$ cat config.mk
export PLATFORM = sky130hd
export DESIGN_NAME = vram_write_sched
export DESIGN_NICKNAME = d
export VERILOG_FILES = /design/src/rtl/vram_write_sched.sv
export SDC_FILE = /design/constraint.sdc
export NUM_CORES = 1
export LEC_CHECK = 0
export ABC_CLOCK_PERIOD_IN_PS = 2400
export CAP_MARGIN = 20
export CORE_MARGIN = 1
export CORE_UTILIZATION = 49
export DETAILED_ROUTE_END_ITERATION = 6
export GPL_TIMING_DRIVEN = 1
export PLACE_DENSITY = 0.9
export RECOVER_POWER = 50
export SYNTH_ARGS = -nofsm -noshare
export SYNTH_HDL_FRONTEND = slang
export SYNTH_SLANG_ARGS = --single-unit
$ cat constraint.sdc
create_clock -name MEMORY_CLK -period 2.4 [get_ports MEMORY_CLK]
set_input_delay 0.24 -clock MEMORY_CLK [delete_from_list [all_inputs] [get_ports MEMORY_CLK]]
set_output_delay 0.24 -clock MEMORY_CLK [all_outputs]
set_load 0.05 [all_outputs]
$ cat src/rtl/vram_write_sched.sv
// rtl/vram_write_sched.sv - VRAM port A write scheduler: fill engine and CPU write channel sharing one port
module vram_write_sched #(
  parameter int         AW        = 10,
  parameter int         DEPTH     = 1024,
  parameter logic [7:0] PAT_MASK  = 8'h7F,
  parameter bit         BOOT_FILL = 1'b1
) (
  input  logic          MEMORY_CLK,
  input  logic          rst,
  input  logic          fill_start,
  input  logic          fill_mode,
  input  logic [7:0]    fill_char,
  input  logic          cpu_valid,
  output logic          cpu_ready,
  input  logic [AW-1:0] cpu_addr,
  input  logic [7:0]    cpu_data,
  output logic          busy,
  output logic          fill_done,
  output logic          v_cea,
  output logic [AW-1:0] v_ada,
  output logic [7:0]    v_din
);

  typedef enum logic {IDLE, FILL} state_t;

  localparam logic [AW:0] LAST_IDX = (AW+1)'(DEPTH - 1);

  state_t        state, state_nx;
  logic          turn_cpu, turn_cpu_nx;
  logic          init, init_nx;
  logic [AW:0]   idx, idx_nx;
  logic          mode, mode_nx;
  logic [7:0]    chr, chr_nx;
  logic          v_cea_nx, fill_done_nx;
  logic [AW-1:0] v_ada_nx;
  logic [7:0]    v_din_nx;

  always_ff @(posedge MEMORY_CLK) begin
    if (rst) begin
      state     <= IDLE;
      turn_cpu  <= 1'b0;
      init      <= 1'b1;
      idx       <= '0;
      mode      <= 1'b0;
      chr       <= 8'h00;
      v_cea     <= 1'b0;
      v_ada     <= '0;
      v_din     <= 8'h00;
      fill_done <= 1'b0;
    end else begin
      state     <= state_nx;
      turn_cpu  <= turn_cpu_nx;
      init      <= init_nx;
      idx       <= idx_nx;
      mode      <= mode_nx;
      chr       <= chr_nx;
      v_cea     <= v_cea_nx;
      v_ada     <= v_ada_nx;
      v_din     <= v_din_nx;
      fill_done <= fill_done_nx;
    end
  end

  always_comb begin
    state_nx     = state;
    turn_cpu_nx  = turn_cpu;
    init_nx      = 1'b0;
    idx_nx       = idx;
    mode_nx      = mode;
    chr_nx       = chr;
    v_cea_nx     = 1'b0;
    v_ada_nx     = v_ada;
    v_din_nx     = v_din;
    fill_done_nx = 1'b0;
    busy         = (state == FILL);
    cpu_ready    = 1'b0;
    case (state)
      IDLE: begin
        // The first cycle out of reset is reserved for the optional boot fill.
        cpu_ready = !init;
        if (init) begin
          if (BOOT_FILL) begin
            state_nx    = FILL;
            idx_nx      = '0;
            turn_cpu_nx = 1'b0;
            mode_nx     = 1'b1;
            chr_nx      = 8'h00;
          end
        end else begin
          if (cpu_valid) begin
            v_cea_nx = 1'b1;
            v_ada_nx = cpu_addr;
            v_din_nx = cpu_data;
          end
          if (fill_start) begin
            state_nx    = FILL;
            idx_nx      = '0;
            turn_cpu_nx = 1'b0;
            mode_nx     = fill_mode;
            chr_nx      = fill_char;
          end
        end
      end
      FILL: begin
        cpu_ready = turn_cpu;
        if (turn_cpu && cpu_valid) begin
          v_cea_nx    = 1'b1;
          v_ada_nx    = cpu_addr;
          v_din_nx    = cpu_data;
          turn_cpu_nx = 1'b0;
        end else begin
          v_cea_nx    = 1'b1;
          v_ada_nx    = idx[AW-1:0];
          v_din_nx    = mode ? ((chr + 8'(idx)) & PAT_MASK) : chr;
          idx_nx      = idx + 1'b1;
          turn_cpu_nx = 1'b1;
          if (idx == LAST_IDX) begin
            state_nx     = IDLE;
            fill_done_nx = 1'b1;
          end
        end
      end
      default: state_nx = IDLE;
    endcase
  end

endmodule

# Yosys cells after proc, flatten, opt, wreduce, memory -nomap -nowiden
# Index checks and enable logic that the tools add are counted.
[totals]
output_inout_bits = 22
elab_cells = 57
in_bits = 31
regBits = 43
[classes]
eq_ne = 5
n_mux = 32
reduce_logical = 7
bitwise_logic = 1
addsub = 2
[op_table]
columns = ["operator", "count"]
rows = [
  ["two-way mux 8 bit", 6],
  ["two-way mux 11 bit", 3],
  ["two-way mux 10 bit", 3],
  ["case mux 11 bit (2 select lines)", 1],
  ["case mux 10 bit (2 select lines)", 1],
  ["case mux 8 bit (2 select lines)", 1],
  ["two-way mux 1 bit", 13],
  ["adder 11 x 1 -> 11 bit (second input constant)", 1],
  ["== test 11 x 10 -> 1 bit (second input constant)", 1],
  ["case mux 1 bit (2 select lines)", 4],
  ["adder 7 bit", 1],
  ["inequality test 2 bit (second input constant)", 3],
  ["AND reduction 2 bit", 3],
  ["inequality test 3 bit (second input constant)", 1],
  ["OR reduction 3 bit", 1],
  ["nonzero test 2 bit", 1],
  ["logical AND 1 bit", 1],
  ["zero test 1 bit", 1],
  ["inverter 1 bit", 1],
]

# Depth between registers and ports, before layout
# Gate-level depths: netlist of run 1.
[logic_depth]
depth_word = 4
ltp_mapped = 7
depth_no_buf = 7

# Least setup slack after synthesis of run 1
# No wires, ideal clock.
[synth_path]
path_kind = "flip-flop to output port"
start = "register state (netlist: busy)"
end = "output cpu_ready"
stages_incl_launch_ff = 3
arrival_time_ps = 1789
path_slack_ps = 371
required_time_ps = 2160
path_buffers = 1
path_cell_list = "dfxtp_1 -> buf_2 -> mux2i_1"
[synth_via]
elab_chain_len = 2
[synth_rtl]
columns = ["item", "line", "rtl"]
rows = [
  ["start, declared", "28", "state_t state, state_nx;"],
  ["start signal, assigned", "51", "state <= state_nx;"],
  ["inverter 1 bit (no source line)", "--", ""],
  ["case mux 1 bit (2 select lines) *", "77", "case (state)"],
  ["end, declared", "14", "output logic cpu_ready,"],
]
# Every way passes the cells marked *; elsewhere a longest branch is shown, timed or not.

# Worst setup path in the final report of run 1
# Ends and elaborated chain as after synthesis.

==> Implementation_results.wiki, run 1 <==
{| class="wikitable"
! Metric !! Value
|-
| Outcome || finished, violations left
|-
| Failing checks || capacitance limit, slew limit
|-
| Antenna cell count || 0
|-
| Fin area || 2820 um2
|-
| Largest clock skew in the final design || 0.00637 ns
|-
| Reg-to-reg setup timing slack || 0.51 ns
|-
| Beginning of the worst hold path || v_din[0]
|-
| Gate Count Post-Synth || 262
|-
| Number of enable flip-flop cells after synthesis || 0
|-
| Classification of the worst setup path || reg -> out
|-
| Via Count || 2,141
|-
| Max-capacitance violation count || 1
|-
| Leakage power summed over all cells || 1.09 nW
|-
| WP buf/inv || 1
|-
| Kind of end point of the critical path || output pin
|-
| Fraction of the yosys area taken by sequential cells || 39.0%
|-
| CTS H-tree depth || 2
|-
| CORE AREA || 4350 um2
|-
| Measured slew at the worst slew-check pin || 1.74 ns
|-
| Clock Sinks || 43
|-
| Setup tns final || 0 ns
|-
| Dpl hpwl || 3760 um
|-
| Leftover overflow at the end of global routing || 0
|-
| Net Count, Synth || 301
|-
| Vias per inst || 5.88
|-
| Minimum clock period after layout || 2.15 ns
|-
| Slowest Stage Delay on Critical Path || 0.81 ns
|-
| Primary FF master, synth || dfxtp_1
|-
| Critical Path RT || 2.16 ns
|-
| Total placed instance area || 2730 um2
|-
| Tightest Hold Check Type || reg -> reg
|-
| Slack of the critical path || 0.250 ns
|-
| Most frequent cells in the layout || 43 x dfxtp_1, 35 x clkdlybuf4s50_1, 34 x nor2_1
|-
| Share of the clock period used by the worst path after layout || 89.6%
|-
| Ordered list of cells on the worst path || mux2i_1 -> clkdlybuf4s50_1
|-
| Nets || 350
|-
| Yosys warnings || 0
|-
| Maximum fanout along the worst path || 13
|-
| CP max-delay cell || clkdlybuf4s50_1
|-
| Source-to-sink clock delay at the later pin of the worst-skew pair || 0.30 ns
|-
| Die H || 69.1 um
|-
| Pre-CTS setup slack || 0.386 ns
|-
| Post-route core utilization || 64.8%
|-
| Maximum clock path buffer count || 2
|-
| Number of antenna violations at the first check in global routing || 0
|-
| Worst slew slack as a fraction of its limit || -16.0%
|-
| Non-filler instance count after layout || 364
|-
| Final number of setup-violating endpoints || 0
|-
| Post-Synthesis Mean Instance Area || 8.42 um2
|-
| Vias in the first global route || 1,854
|-
| Maximum clock frequency || 0.465 GHz
|-
| Total CTS buffers || 5
|-
| Sequential cell area in the final layout || 861 um2
|-
| Die Outline Area || 4770 um2
|-
| Clock tree from TritonCTS || yes
|-
| Cell at the root of the clock tree || clkbuf_8
|-
| Start point of the critical path || busy
|-
| DRC violation total after the first TritonRoute iteration || 239
|-
| Total Wirelength || 5350 um
|-
| Chip Width || 69.1 um
|-
| Postcts setup bufs || 0
|-
| Share of flip-flops with an asynchronous set or reset after synthesis || 0%
|-
| Post-cts gate resize count || 0
|-
| Num ports || 53
|-
| Signed area change from the synthesized netlist to the final layout || 28.0%
|-
| Hold buffers post-CTS || 0
|-
| Area of combinational cells with multiple inputs || 1200 um2
|-
| Number of I/O port buffers || 52
|-
| Effective utilization at floorplan || 50.7%
|-
| Synthesized cell area || 2210 um2
|-
| Number of optimization iterations in the first detailed-route pass || 5
|-
| Crit start category || flop
|-
| Antenna Nets Post-Route || 0
|-
| Signal arrival time at the worst endpoint || 1.91 ns
|-
| Max IR drop VDD || 0.288 mV
|-
| Post-synthesis cell type count || 49
|-
| Max-slew violation total from the final report || 40
|-
| Unrepaired setup endpoints after global routing || no
|-
| FF+latch count, synth || 43
|-
| Per-cell routed wire length || 14.7 um
|-
| Share of post-route cells with drive strength above 1 || 7.69%
|-
| Final-layout fill cell count || 363
|-
| Num rows || 24
|-
| Number of hold-slack violations in the final timing report || 0
|-
| Pin count of the biggest net entering global routing || 40
|-
| First-pass GRT wire length || 8710 um
|-
| All-layer global routing usage || 22.1%
|-
| Placed cell count || 356
|-
| Placer Congestion || 0.858
|-
| Remaining design rule violation count || 0
|-
| Most frequent standard cell in the layout excluding fill and tap cells || dfxtp_1
|-
| Family of cells with the greatest summed delay on the critical path || buffers and inverters
|-
| Clock transition at the registers of the reported paths || 0.09 ns
|-
| Reg2reg start || idx[4]
|-
| Power density over cell area || 581 nW/um2
|}
==> cell families (layout without fill, tap and decap cells) <==
logic type | count (synthesis) | in the layout | synth area share, %
AOI/OAI and AO/OA | 68 | 68 | 21.8
adders and majority gates | 8 | 8 | 4.88
and+or+nand+nor | 106 | 106 | 22.6
DFF | 43 | 43 | 39.0
xor gates and xnor gates | 1 | 1 | 0.397
muxes | 10 | 10 | 4.94
buffers and inverters | 26 | 76 | 6.41
==> per-layer routing <==
layer	vias up	share of wire (%)	global-route usage (%)	wire length, um
met3	6	5.9	3.51	316
met5	-	0	0	0
met1	1006	45	30.7	2410
met4	0	1.1	6.58	59
met2	78	48	35.2	2560
li1	1051	-	-	-
==> stage by stage <==
| stage | power [W] | hold slack [ns] |
|---|---|---|
| after floorplan | 0.00105 | 0.268 |
| after global placement | 0.00118 | 0.440 |
| after detailed placement | 0.00119 | 0.463 |
| after CTS | 0.00166 | 0.475 |
| after global routing | 0.00171 | 0.493 |
| final | 0.00164 | 0.473 |
==> power breakdown <==
group          switching (W)  total (W)  internal, W
Sequential         0.0000324   0.000785     0.000752
Combinational       0.000234   0.000385     0.000151
Clock               0.000263   0.000471     0.000208
Total               0.000529    0.00164      0.00111
==> final cells by class <==
class,count,share of cell area (%)
inverters,10,1.33
repair buffers,58,19.9
flip-flops and latches,43,30.5
well taps,52,2.30
multi-input cells,193,42.6
clock buffers,5,2.44
clock inverters,3,0.887
==> final timing paths <==
| kind | end | cells after the start |
|---|---|---|
| max | cpu_ready | 2 |
| min | v_din[0] | 2 |
| max reg2reg | v_din[5] | 5 |
| min reg2reg | v_din[0] | 2 |
==> state kept, by name, summed over array words and instances (netlist names) <==
register	cells
turn_cpu	1
chr	8
idx	11
init	1
v_cea	1
v_ada	10
busy	1
v_din	8
mode	1
fill_done	1
==> worst reg2reg max path, delay by kind of cell, from the launching register on <==
family | cells | cell delay (ns)
and+or+nand+nor | 1 | 0.10
AOI/OAI and AO/OA | 2 | 0.49
muxes | 1 | 0.36
adders and majority gates | 1 | 0.43
DFF | 1 | 0.41
==> Yosys cell counts, types with 2 or more instances <==
library cell	n	area share, %
a211oi_1	3	1.0
a21oi_1	16	3.6
a22oi_1	9	3.1
a311oi_1	11	4.4
and2_1	3	0.85
and3_1	2	0.57
and4_1	2	0.79
buf_1	2	0.34
buf_2	5	1.1
buf_4	2	0.68
buf_6	4	2.0
clkbuf_1	3	0.51
dfxtp_1	43	39
ha_1	7	4.0
inv_1	10	1.7
mux2_2	7	3.6
mux2i_1	3	1.4
nand2_1	32	5.4
nand3_1	10	2.3
nand4_1	2	0.57
nor2_1	34	5.8
nor2b_1	2	0.57
nor3_1	9	2.0
o211ai_1	4	1.4
o21ai_0	7	1.6
o21bai_1	2	0.68
o22ai_1	2	0.57
o31ai_1	2	0.68
or3_1	4	1.1
(Power assumes the default switching activity.)
==> run 2: changes to the inputs <==
Settings changed: GPL_ROUTABILITY_DRIVEN set to 0, SLEW_MARGIN set to 20.
==> Implementation_results.wiki, run 2 (synthesized netlist as in run 1, its figures left out) <==
{| class="wikitable"
! Metric !! Value
|-
| Chip Width || 69.1 um
|-
| Signal arrival time at the worst endpoint || 1.94 ns
|-
| Most frequent cells in the layout || 43 x dfxtp_1, 34 x nor2_1, 34 x clkdlybuf4s50_1
|-
| Number of optimization iterations in the first detailed-route pass || 4
|-
| Number of hold-slack violations in the final timing report || 0
|-
| Total CTS buffers || 5
|-
| Largest register FFs || 11
|-
| Ordered list of cells on the worst path || mux2i_1 -> clkdlybuf4s50_1
|-
| Maximum fanout along the worst path || 13
|-
| WP buf/inv || 1
|-
| Largest clock skew in the final design || 0.00562 ns
|-
| Share of post-route cells with drive strength above 1 || 6.43%
|-
| Per-cell routed wire length || 14.2 um
|-
| Die Outline Area || 4770 um2
|-
| DRC violation total after the first TritonRoute iteration || 219
|-
| Max-capacitance violation count || 0
|-
| All-layer global routing usage || 22.8%
|-
| Reg2reg path depth || 7
|-
| Fin area || 2790 um2
|-
| Nets || 349
|-
| Critical Path RT || 2.16 ns
|-
| Antenna cell count || 0
|-
| Final number of setup-violating endpoints || 0
|-
| Worst slack on hold paths || 0.461 ns
|-
| Clock transition at the registers of the reported paths || 0.08 ns
|-
| Start point of the critical path || busy
|-
| Reg2reg start || idx[0]
|-
| Cell at the root of the clock tree || clkbuf_8
|-
| Worst slew slack as a fraction of its limit || 16.6%
|-
| Num ports || 53
|-
| Critical path depth in cells || 2
|-
| Vias per inst || 5.86
|-
| Setup tns final || 0 ns
|-
| Pin count of the biggest net entering global routing || 31
|-
| Minimum clock period after layout || 2.18 ns
|-
| Share of the clock period used by the worst path after layout || 90.8%
|-
| Number of I/O port buffers || 52
|-
| Total Wirelength || 5150 um
|-
| Worst setup path end || cpu_ready
|-
| Final-layout fill cell count || 350
|-
| Outcome || completed
|-
| Hold buffers post-CTS || 0
|-
| Power density over cell area || 575 nW/um2
|-
| Reg-to-reg setup timing slack || 0.46 ns
|-
| Maximum clock path buffer count || 2
|-
| Via Count || 2,128
|-
| Post-route core utilization || 64.2%
|-
| CTS H-tree depth || 2
|-
| Dpl hpwl || 3740 um
|-
| Classification of the worst setup path || reg -> out
|-
| Clock tree from TritonCTS || yes
|-
| CORE AREA || 4350 um2
|-
| Antenna Nets Post-Route || 0
|-
| Crit start category || flop
|-
| Tightest Hold Check Type || reg -> reg
|-
| First-pass GRT wire length || 9020 um
|-
| Slowest Stage Delay on Critical Path || 0.82 ns
|-
| Postcts setup bufs || 0
|-
| Signed area change from the synthesized netlist to the final layout || 26.7%
|-
| Clock Sinks || 43
|-
| Registers with the highest flip-flop counts || idx x11, v_ada x10
|-
| Num rows || 24
|-
| Leakage power summed over all cells || 1.08 nW
|-
| Source-to-sink clock delay at the later pin of the worst-skew pair || 0.30 ns
|-
| Effective utilization at floorplan || 50.7%
|-
| CP max-delay cell || clkdlybuf4s50_1
|-
| Largest reg by FF count || idx
|-
| Max IR drop VDD || 0.296 mV
|-
| Kind of end point of the critical path || output pin
|-
| Most frequent standard cell in the layout excluding fill and tap cells || dfxtp_1
|-
| Number of antenna violations at the first check in global routing || 0
|-
| End of the worst register-to-register path || v_din[4]
|-
| Die H || 69.1 um
|-
| Remaining design rule violation count || 0
|-
| Post-cts gate resize count || 0
|-
| Leftover overflow at the end of global routing || 0
|-
| Max-slew violation total from the final report || 0
|-
| Total placed instance area || 2730 um2
|-
| Family of cells with the greatest summed delay on the critical path || buffers and inverters
|-
| Unrepaired setup endpoints after global routing || no
|-
| Maximum clock frequency || 0.459 GHz
|-
| Measured slew at the worst slew-check pin || 1.25 ns
|-
| Vias in the first global route || 2,031
|}
-- run 2: power by group --
part	total (W)	switching [W]	internal, W
Combinational	0.000376	0.000230	0.000146
Clock	0.000446	0.000247	0.000199
Sequential	0.000785	0.0000331	0.000752
Total	0.00161	0.000510	0.00110
-- run 2: area by class of cell --
| type | count | area [um2] | share of cell area, % |
|---|---|---|---|
| sequential | 43 | 861 | 30.8 |
| tap | 52 | 65.1 | 2.33 |
| timing repair buffer | 57 | 547 | 19.6 |
| clock inverter | 3 | 15.0 | 0.537 |
| multi-input combinational | 193 | 1200 | 42.9 |
| clock buffer | 5 | 68.8 | 2.46 |
| inverter | 10 | 37.5 | 1.34 |
-- run 2: how the worst min path moves through the flow --
stage          cells after the start      from       end
2_1_floorplan                      0       rst      init
3_3_place_gp                       2  v_din[0]  v_din[0]
3_5_place_dp                       2  v_din[0]  v_din[0]
4_1_cts                            2  v_din[0]  v_din[0]
5_1_grt                            2  v_din[0]  v_din[0]
6_report                           2  v_din[0]  v_din[0]
-- run 2: metal layers --
layer  vias up  wire, um  GRT usage [%]  share of wire, %
met5         -         0              0                 0
met4         0        86           9.07               1.7
met3         9       360           4.24               7.0
met2        96      2400           36.1                47
met1       979      2300           30.5                45
li1       1044         -              -                 -
-- run 2: stage by stage --
step / setup slack [ns] / power, W / cells
floorplan: 0.371 / 0.00105 / 262
global placement: 0.452 / 0.00118 / 355
detailed placement: 0.355 / 0.00119 / 355
CTS: 0.216 / 0.00163 / 363
global route: 0.0996 / 0.00168 / 363
finish: 0.221 / 0.00161 / 363
-- run 2: worst reg2reg max path, cell delays in order, from the launching register on --
cell and delay, ns:
dfxtp_1 0.47, ha_1 0.22, inv_1 0.06, fa_1 0.38
nor2b_1 0.22, o21ai_0 0.15, a31oi_1 0.18, nor3b_1 0.20
==> run 3: changes to the inputs <==
Settings changed: HOLD_SLACK_MARGIN set to 0.05.
==> results of run 3 <==
Same layout as run 2: the final DEF is identical, and so are final timing and power.
